<file path="config.mk">
export PLATFORM = sky130hd
export DESIGN_NAME = memory_port_arbiter
export DESIGN_NICKNAME = d
export VERILOG_FILES = /design/src/rtl/memory_port_arbiter_pkg.sv /design/src/rtl/memory_port_arbiter_mem_latency_counter.sv /design/src/rtl/memory_port_arbiter.sv
export SDC_FILE = /design/constraint.sdc
export NUM_CORES = 1
export LEC_CHECK = 0
export BUFFER_PORTS_ARGS = -buffer_cell sky130_fd_sc_hd__buf_2
export CORE_MARGIN = 1.5
export CORE_UTILIZATION = 49
export DETAILED_ROUTE_END_ITERATION = 10
export PLACE_DENSITY = 0.85
export SETUP_SLACK_MARGIN = 0.15
export SLEW_MARGIN = 20
export SYNTH_ARGS = -nofsm -noshare
export SYNTH_HDL_FRONTEND = slang
export SYNTH_SLANG_ARGS = --single-unit
</file>
<file path="constraint.sdc">
create_clock -name clk -period 2.9 [get_ports clk]
set_clock_uncertainty 0.1 [all_clocks]
set_input_delay 0.145 -clock clk [delete_from_list [all_inputs] [get_ports clk]]
set_output_delay 0.145 -clock clk [all_outputs]
set_load 0.05 [all_outputs]
</file>
<file path="src/rtl/memory_port_arbiter_pkg.sv">
// Shared definitions for the IF/MEM memory port arbiter: word size, FSM states and owner tags.
package memory_port_arbiter_pkg;

  localparam int WORD_SIZE = 16;

  typedef enum logic [1:0] {
    ARB_IDLE   = 2'd0,
    ARB_ACCESS = 2'd1,
    ARB_DONE   = 2'd2
  } arb_state_e;

  typedef enum logic {
    OWN_I = 1'b0,
    OWN_D = 1'b1
  } owner_e;

endpackage

</file>
<file path="src/rtl/memory_port_arbiter_mem_latency_counter.sv">
// Down-counter that times one memory access; flags zero on the last access cycle.
module memory_port_arbiter_mem_latency_counter #(
  parameter int CW = 1
) (
  input  logic          clk,
  input  logic          reset,
  input  logic          load_i,
  input  logic [CW-1:0] load_val_i,
  input  logic          en_i,
  output logic          zero_o
);

  logic [CW-1:0] cnt_q, cnt_d;

  always_comb begin
    cnt_d = cnt_q;
    if (load_i) begin
      cnt_d = load_val_i;
    end else if (en_i && (cnt_q != '0)) begin
      cnt_d = cnt_q - CW'(1);
    end
  end

  always_ff @(posedge clk or posedge reset) begin
    if (reset) begin
      cnt_q <= '0;
    end else begin
      cnt_q <= cnt_d;
    end
  end

  assign zero_o = (cnt_q == '0);

endmodule

</file>
<file path="src/rtl/memory_port_arbiter.sv">
// Single-port memory arbiter between instruction fetch and data access, data-first
// with a burst guard that forces a fetch grant after D_BURST back-to-back data grants.
module memory_port_arbiter
  import memory_port_arbiter_pkg::*;
#(
  parameter int MEM_LAT = 2,
  parameter int D_BURST = 4,
  parameter int WORD    = WORD_SIZE
) (
  input  logic            clk,
  input  logic            reset,
  input  logic            i_req,
  input  logic [WORD-1:0] i_addr,
  output logic [WORD-1:0] i_rdata,
  output logic            i_done,
  input  logic            d_req,
  input  logic            d_we,
  input  logic [WORD-1:0] d_addr,
  input  logic [WORD-1:0] d_wdata,
  output logic [WORD-1:0] d_rdata,
  output logic            d_done,
  output logic            mem_read,
  output logic            mem_write,
  output logic [WORD-1:0] mem_addr,
  output logic [WORD-1:0] mem_wdata,
  input  logic [WORD-1:0] mem_rdata,
  output logic            busy
);

  localparam int CW = (MEM_LAT > 1) ? $clog2(MEM_LAT) : 1;
  localparam int BW = $clog2(D_BURST + 1);
  localparam logic [CW-1:0] LAT_LOAD  = CW'(MEM_LAT - 1);
  localparam logic [BW-1:0] BURST_MAX = BW'(D_BURST);

  arb_state_e      state_q, state_d;
  owner_e          owner_q, owner_d;
  logic [WORD-1:0] addr_q, addr_d;
  logic [WORD-1:0] wdata_q, wdata_d;
  logic [WORD-1:0] rdata_q, rdata_d;
  logic            we_q, we_d;
  logic [BW-1:0]   burst_q, burst_d;
  logic            grant;
  logic            in_access;
  logic            wait_zero;
  logic            in_done;

  assign in_access = (state_q == ARB_ACCESS);
  assign in_done   = (state_q == ARB_DONE);

  memory_port_arbiter_mem_latency_counter #(
    .CW (CW)
  ) u_wait_cnt (
    .clk        (clk),
    .reset      (reset),
    .load_i     (grant),
    .load_val_i (LAT_LOAD),
    .en_i       (in_access),
    .zero_o     (wait_zero)
  );

  always_comb begin
    state_d = state_q;
    owner_d = owner_q;
    addr_d  = addr_q;
    wdata_d = wdata_q;
    rdata_d = rdata_q;
    we_d    = we_q;
    burst_d = burst_q;
    grant   = 1'b0;
    case (state_q)
      ARB_IDLE: begin
        if (i_req || d_req) begin
          grant   = 1'b1;
          state_d = ARB_ACCESS;
          // Data wins unless a fetch has waited through a full burst of data grants.
          if (d_req && (!i_req || (burst_q != BURST_MAX))) begin
            owner_d = OWN_D;
            addr_d  = d_addr;
            wdata_d = d_wdata;
            we_d    = d_we;
            burst_d = i_req ? (burst_q + BW'(1)) : '0;
          end else begin
            owner_d = OWN_I;
            addr_d  = i_addr;
            wdata_d = '0;
            we_d    = 1'b0;
            burst_d = '0;
          end
        end
      end
      ARB_ACCESS: begin
        if (wait_zero) begin
          rdata_d = mem_rdata;
          state_d = ARB_DONE;
        end
      end
      ARB_DONE: begin
        state_d = ARB_IDLE;
      end
      default: begin
        state_d = ARB_IDLE;
      end
    endcase
  end

  always_ff @(posedge clk or posedge reset) begin
    if (reset) begin
      state_q <= ARB_IDLE;
      owner_q <= OWN_I;
      addr_q  <= '0;
      wdata_q <= '0;
      rdata_q <= '0;
      we_q    <= 1'b0;
      burst_q <= '0;
    end else begin
      state_q <= state_d;
      owner_q <= owner_d;
      addr_q  <= addr_d;
      wdata_q <= wdata_d;
      rdata_q <= rdata_d;
      we_q    <= we_d;
      burst_q <= burst_d;
    end
  end

  assign busy      = (state_q != ARB_IDLE);
  assign mem_read  = in_access & ~we_q;
  assign mem_write = in_access & we_q;
  assign mem_addr  = addr_q;
  assign mem_wdata = wdata_q;
  assign i_done    = in_done & (owner_q == OWN_I);
  assign d_done    = in_done & (owner_q == OWN_D);
  assign i_rdata   = i_done ? rdata_q : '0;
  assign d_rdata   = d_done ? rdata_q : '0;

endmodule

</file>
; ---- After elaboration in Yosys (flattened, before gate mapping)
; Cells that the tools add are included.
; Widths: inputs -> output; s select.
[classes]
n_eq_ne = 5
reduce_logical = 11
bitwise = 7
multipliers = 0
order_cmp = 0
add_sub_neg = 2
n_div = 0
muxes = 15
shift = 0
[op_table]
columns = op, count
row1 = $mux 16, 4
row2 = $mux 1, 6
row3 = $mux 3, 2
row4 = $reduce_and 2->1, 3
row5 = $and 1x1->1, 4
row6 = $mux 2, 2
row7 = $ne 2x2->1 const B, 2
row8 = $pmux 2 s2, 1
row9 = $reduce_bool 2->1, 2
row10 = $add 3x1->3 const B, 1
row11 = $ne 3x3->1 const B, 1
row12 = $not 1->1, 3
row13 = $eq 2x1->1 const B, 1
row14 = $eq 2x2->1 const B, 1
row15 = $logic_and 1x1->1, 2
row16 = $logic_not 2->1, 1
row17 = $logic_or 1x1->1, 2
row18 = $logic_not 1->1, 1
row19 = $sub 1x1->1 const B, 1
[totals]
n_memories = 0
elab_cells = 48
rom_bits = 0
out_inout_bits = 69
ram_bits = 0
latchBits = 0
input_bits = 69
register_bits = 56

; ---- Logic depth before layout (Yosys ltp)
[depth]
ltp_word = 4
ltp_mapped = 7
mapped_depth_nobuf = 5

; ---- Hierarchy
; A second synthesis with hierarchy kept.
[unflattened]
hier_cells = 237
area_unflattened_um2 = 2775.2
[modules_own_cells]
columns = mod, area_per_inst_um2, cells_per_inst, instances, seq_area_each_um2
row1 = memory_port_arbiter, 2726.4, 232, 1, 1376.3
row2 = memory_port_arbiter_mem_latency_counter, 48.8, 5, 1, 25.0

; ---- Least setup slack after synthesis
; OpenSTA, ideal clock, no wires.
[synth_path]
path_type = register to output
startpoint = reg state_q[0]
endpoint = out d_rdata[10]
t_arrival_ns = 1.861
setup_slack_ns = 0.794
n_path_buf = 2
path_stages_with_launch = 5
t_required_ns = 2.655
cell_sequence = dfrtp_1 > and3b_1 > buf_2 > clkbuf_1 > and2_1
[synth_via]
elab_chain_len = 3
[synth_rtl]
columns = item, line_no
row1 = "start, declared", memory_port_arbiter.sv:35  ; arb_state_e state_q, state_d;
row2 = "start signal, assigned", memory_port_arbiter.sv:116  ; state_q <= state_d;
row3 = $eq 2x2->1, memory_port_arbiter.sv:48  ; assign in_done = (state_q == ARB_DONE);
row4 = $and 1x1->1, memory_port_arbiter.sv:132  ; assign d_done = in_done & (owner_q == OWN_D);
row5 = net d_done, memory_port_arbiter.sv:21  ; output logic d_done,
row6 = $mux 16, memory_port_arbiter.sv:134  ; assign d_rdata = d_done ? rdata_q : '0;
row7 = "end, declared", memory_port_arbiter.sv:20  ; output logic [WORD-1:0] d_rdata,
; The timed path passes the listed nets, and every way through them passes these cells.

; ---- Worst setup path after layout
[layout_path]
startpoint = reg state_q[0]
endpoint = out i_rdata[15]
[layout_via]
elab_chain_len = 3
[layout_rtl]
columns = item, line_no
row1 = $eq 2x2->1, memory_port_arbiter.sv:48
row2 = $and 1x1->1, memory_port_arbiter.sv:131  ; assign i_done = in_done & (owner_q == OWN_I);
row3 = $mux 16, memory_port_arbiter.sv:133  ; assign i_rdata = i_done ? rdata_q : '0;
row4 = "end, declared", memory_port_arbiter.sv:14  ; output logic [WORD-1:0] i_rdata,
; Every way passes these cells.

==> impl_summary.txt <==
----------------------------------------------------
[Route]
  Detailed router's first-iteration violation count ... roughly 120
  Routed wire length ... roughly 7100 um
  Via count of the routed design ... 2,436
  Post-detailed-route wirelength per cell ... about 15 um
  Total DRC errors in the routed layout ... 0
  Post-DR vias/cell ... roughly 5.2
  Routed Antenna Nets ... 0
  Detailed-routing iteration count for the pre-antenna-repair pass ... 4

[Place]
  Detailed placement HPWL ... 4640 um
  Placement-stage cell area ... 3380 um2
  Number of I/O port buffers ... ~140
  Final weighted congestion in routability-driven placement ... between 0.8 and 0.9

[Final layout]
  NumNets Final ... 468
  Proportion of layout cells with a drive suffix above 1 ... ~45%
  Final instance area ... roughly 3800 um2
  Relative area change from synthesis to final layout ... 40.8%
  Number of antenna diodes ... 0

[Critical path]
  Family of cells with the greatest summed delay on the critical path ... simple AND/OR/NAND/NOR gates
  Classification of the worst setup path ... reg -> out
  Worst Reg-to-Reg Cells ... 5
  Worst reg2reg endpoint ... mem_addr[13]
  Worst path cell trace ... nor3b_2 > and2_1 > buf_2
  Buf/Inv on CP ... 1
  Critical-path cell with the highest stage delay ... sky130_fd_sc_hd__nor3b_2
  Critical Path Max Stage Delay ... 700 ps
  Startpoint class of the critical path ... flip-flop
  Crit path required time ... about 2700 ps
  Logic depth of the worst path, buffers included ... 3
  Kind of end point of the critical path ... output port
  Worst setup path endpoint ... i_rdata[15]
  Arrival time at the worst endpoint ... approximately 2000 ps
  Startpoint of the worst register-to-register path ... burst_q[0]
  Crit. Startpoint ... state_q[0]
  Largest driver fanout on the critical path ... 17
  Internal reg-to-reg setup slack ... 810 ps

[CTS]
  CTS tree ... built
  Number of gates resized after cts ... 0
  Worst-Skew Late Latency ... 300 ps
  Post-CTS setup-driven buffer insertion count ... 0
  Root cell of the clock tree ... sky130_fd_sc_hd__clkbuf_8
  Maximum level of the CTS H-tree ... 2
  Clk pin slew, worst setup/hold paths ... around 90 ps
  Clock Sink Count ... 56
  Post-cts hold buffer count ... 36
  Largest buffer count on any clock path ... 2
  CTS buffer count ... 5

[Floorplanning]
  Total die area ... between 6000 and 7000 um2
  Die X-Extent ... a little under 80 um
  Placement Rows ... 26
  Y dimension of the die ... about 78 um
  Core Footprint ... ~5200 um2
  Top-level I/O count ... approximately 140
  Effective utilization at floorplan ... around half

[Synthesis]
  Yosys warnings ... 0
  Number of enable flip-flop cells after synthesis ... 0
  Dominant cell type by area after synthesis ... sky130_fd_sc_hd__dfrtp_1
  Post-synthesis area per instance ... between 10 and 15 um2
  Post-synthesis cell type count ... 29
  Mapped Cells ... between 200 and 250
  Fraction of the yosys area taken by sequential cells ... approximately half
  Post-synthesis register bit count ... 56
  Number of nets in the synthesized netlist ... 306
  Area share of the largest cell type after synthesis ... between 50% and 60%
  Most used flip-flop cell after synthesis ... sky130_fd_sc_hd__dfrtp_1
  Most frequent cell after synthesis ... sky130_fd_sc_hd__dfrtp_1
  Most frequent cells after synthesis ... sky130_fd_sc_hd__dfrtp_1, sky130_fd_sc_hd__and2_1, sky130_fd_sc_hd__inv_1, sky130_fd_sc_hd__a22o_1, sky130_fd_sc_hd__mux2_2
  Synth top area cells ... sky130_fd_sc_hd__dfrtp_1, sky130_fd_sc_hd__and2_1, sky130_fd_sc_hd__mux2_2
  Share of async-settable or async-resettable flops after synthesis ... 100%
  Synth Cell Area ... 2720 um2

[Timing]
  Setup repair after global routing missed its margin ... no
  # setup viols final ... 0
  Setup TNS ... 0 ps
  Fin. Hold Viols ... 0
  Highest clock frequency the design can meet ... roughly 450 MHz
  Final cycle utilization of the critical path ... around three quarters
  Number of pins exceeding their max-slew limit in the final report ... 0
  Min Hold Slack ... 8.13 ps
  Worst slew margin ... between 40% and 50%
  Worst Max-Slew Pin Slew ... 828 ps
  Clock period minus worst slack ... roughly 2200 ps

[Global route]
  Total congestion overflow ... 0
  Pin count of the biggest net entering global routing ... 33
  Vias in the first global route ... around 2,400
  Wire length of the first global-routing pass ... around 11,000 um
  Number of antenna violations at the first check in global routing ... 0
  Total GRT Usage ... between 20% and 30%

[Run]
  Number of max-cap violations ... 0

[Power]
  Worst ir drop on vdd ... between 0.6 and 0.7 mV
  Power density relative to cell area ... ~1100 nW/um2
  Static leakage power ... a little under 0.002 uW

[Min path]
  Hold path cells ... 3
  Class of the tightest hold or removal check ... in -> reg

[Outcome]
  Run status ... finished, final reports clean

----------------------------------------------------
[tightest hold or removal path: cells and delay by family]
family	cells	cell delay, ps
AO/OA/AOI/OAI	1	70
AND/OR/NAND/NOR	1	90
buffers and inverters	1	70
[cells by family (layout without fill, tap and decap cells)]
group                    count (synthesis)  after routing  share of synthesized area (%)
flip-flops                              56             56                           51.5
AND/OR/NAND/NOR                         80             80                           18.3
multiplexers                            17             17                           7.04
adder cells (fa/ha/maj)                  2              2                          0.920
XOR/XNOR                                 1              1                          0.322
buffers and inverters                   42            205                           7.87
AO/OA/AOI/OAI                           37             37                           14.0
[flip-flops by register name, indices dropped and copies added (netlist names)]
signal	cells
mem_wdata	16
owner_q	1
mem_addr	16
state_q	2
u_wait_cnt.cnt_q	1
we_q	1
burst_q	3
rdata_q	16
[cell usage in the layout (no fill, tap or decap), types with 2 or more instances in the layout]
cell type and n:
sky130_fd_sc_hd__o221ai_1 6, sky130_fd_sc_hd__o221ai_2 10, sky130_fd_sc_hd__buf_4 2, sky130_fd_sc_hd__dlygate4sd3_1 36
sky130_fd_sc_hd__nand3_1 16, sky130_fd_sc_hd__ha_1 2, sky130_fd_sc_hd__nand2_1 3, sky130_fd_sc_hd__nor2_4 2
sky130_fd_sc_hd__inv_1 21, sky130_fd_sc_hd__mux2_2 17, sky130_fd_sc_hd__buf_2 137, sky130_fd_sc_hd__clkbuf_8 6
sky130_fd_sc_hd__a22o_1 19, sky130_fd_sc_hd__nor2_1 2, sky130_fd_sc_hd__nand4_1 16, sky130_fd_sc_hd__and2_1 33
sky130_fd_sc_hd__dfrtp_1 56
[layer usage]
layer / track usage, % / part of all wire, %
met3: 4.71 / 5.8
met2: 45.4 / 54
met4: 8.00 / 1.3
met5: 0 / 0
met1: 28.0 / 39
[worst min path at each step]
stage | to | slack (ps) | startpoint
4_1_cts | mem_addr[14] | 1 | d_addr[14]
6_report | mem_addr[7] | 8 | d_addr[7]
3_3_place_gp | rdata_q[10] | 160 | reset
2_1_floorplan | mem_wdata[15] | 180 | d_wdata[15]
5_1_grt | mem_addr[12] | 9 | d_addr[12]
3_5_place_dp | mem_addr[6] | 170 | reset
[stage by stage]
stage          instances  util, %  total power [uW]  worst slack [ps]
4_1_cts              468     73.1              4380               765
6_report             468     73.1              4370               696
3_3_place_gp         424     64.5              3830               701
5_1_grt              468     73.1              4610               571
2_1_floorplan        235        -              3430               794
3_5_place_dp         424     64.5              3910               634
[report_power, final]
group / internal [uW] / switching [uW]
clock: 195 / 238
sequential: 1150 / 231
combinational: 787 / 1760
total: 2140 / 2230
[cell type report]
type / instances / area (um2)
clock buffers: 7 / 86.3
well taps: 70 / 87.6
clock inverters: 1 / 7.51
multi-input cells: 137 / 1100
flip-flops and latches: 56 / 1400
fillers: 384 / 1410
inverters: 22 / 82.6
repair buffers: 175 / 1060
Power figures use the tool's default switching activity.
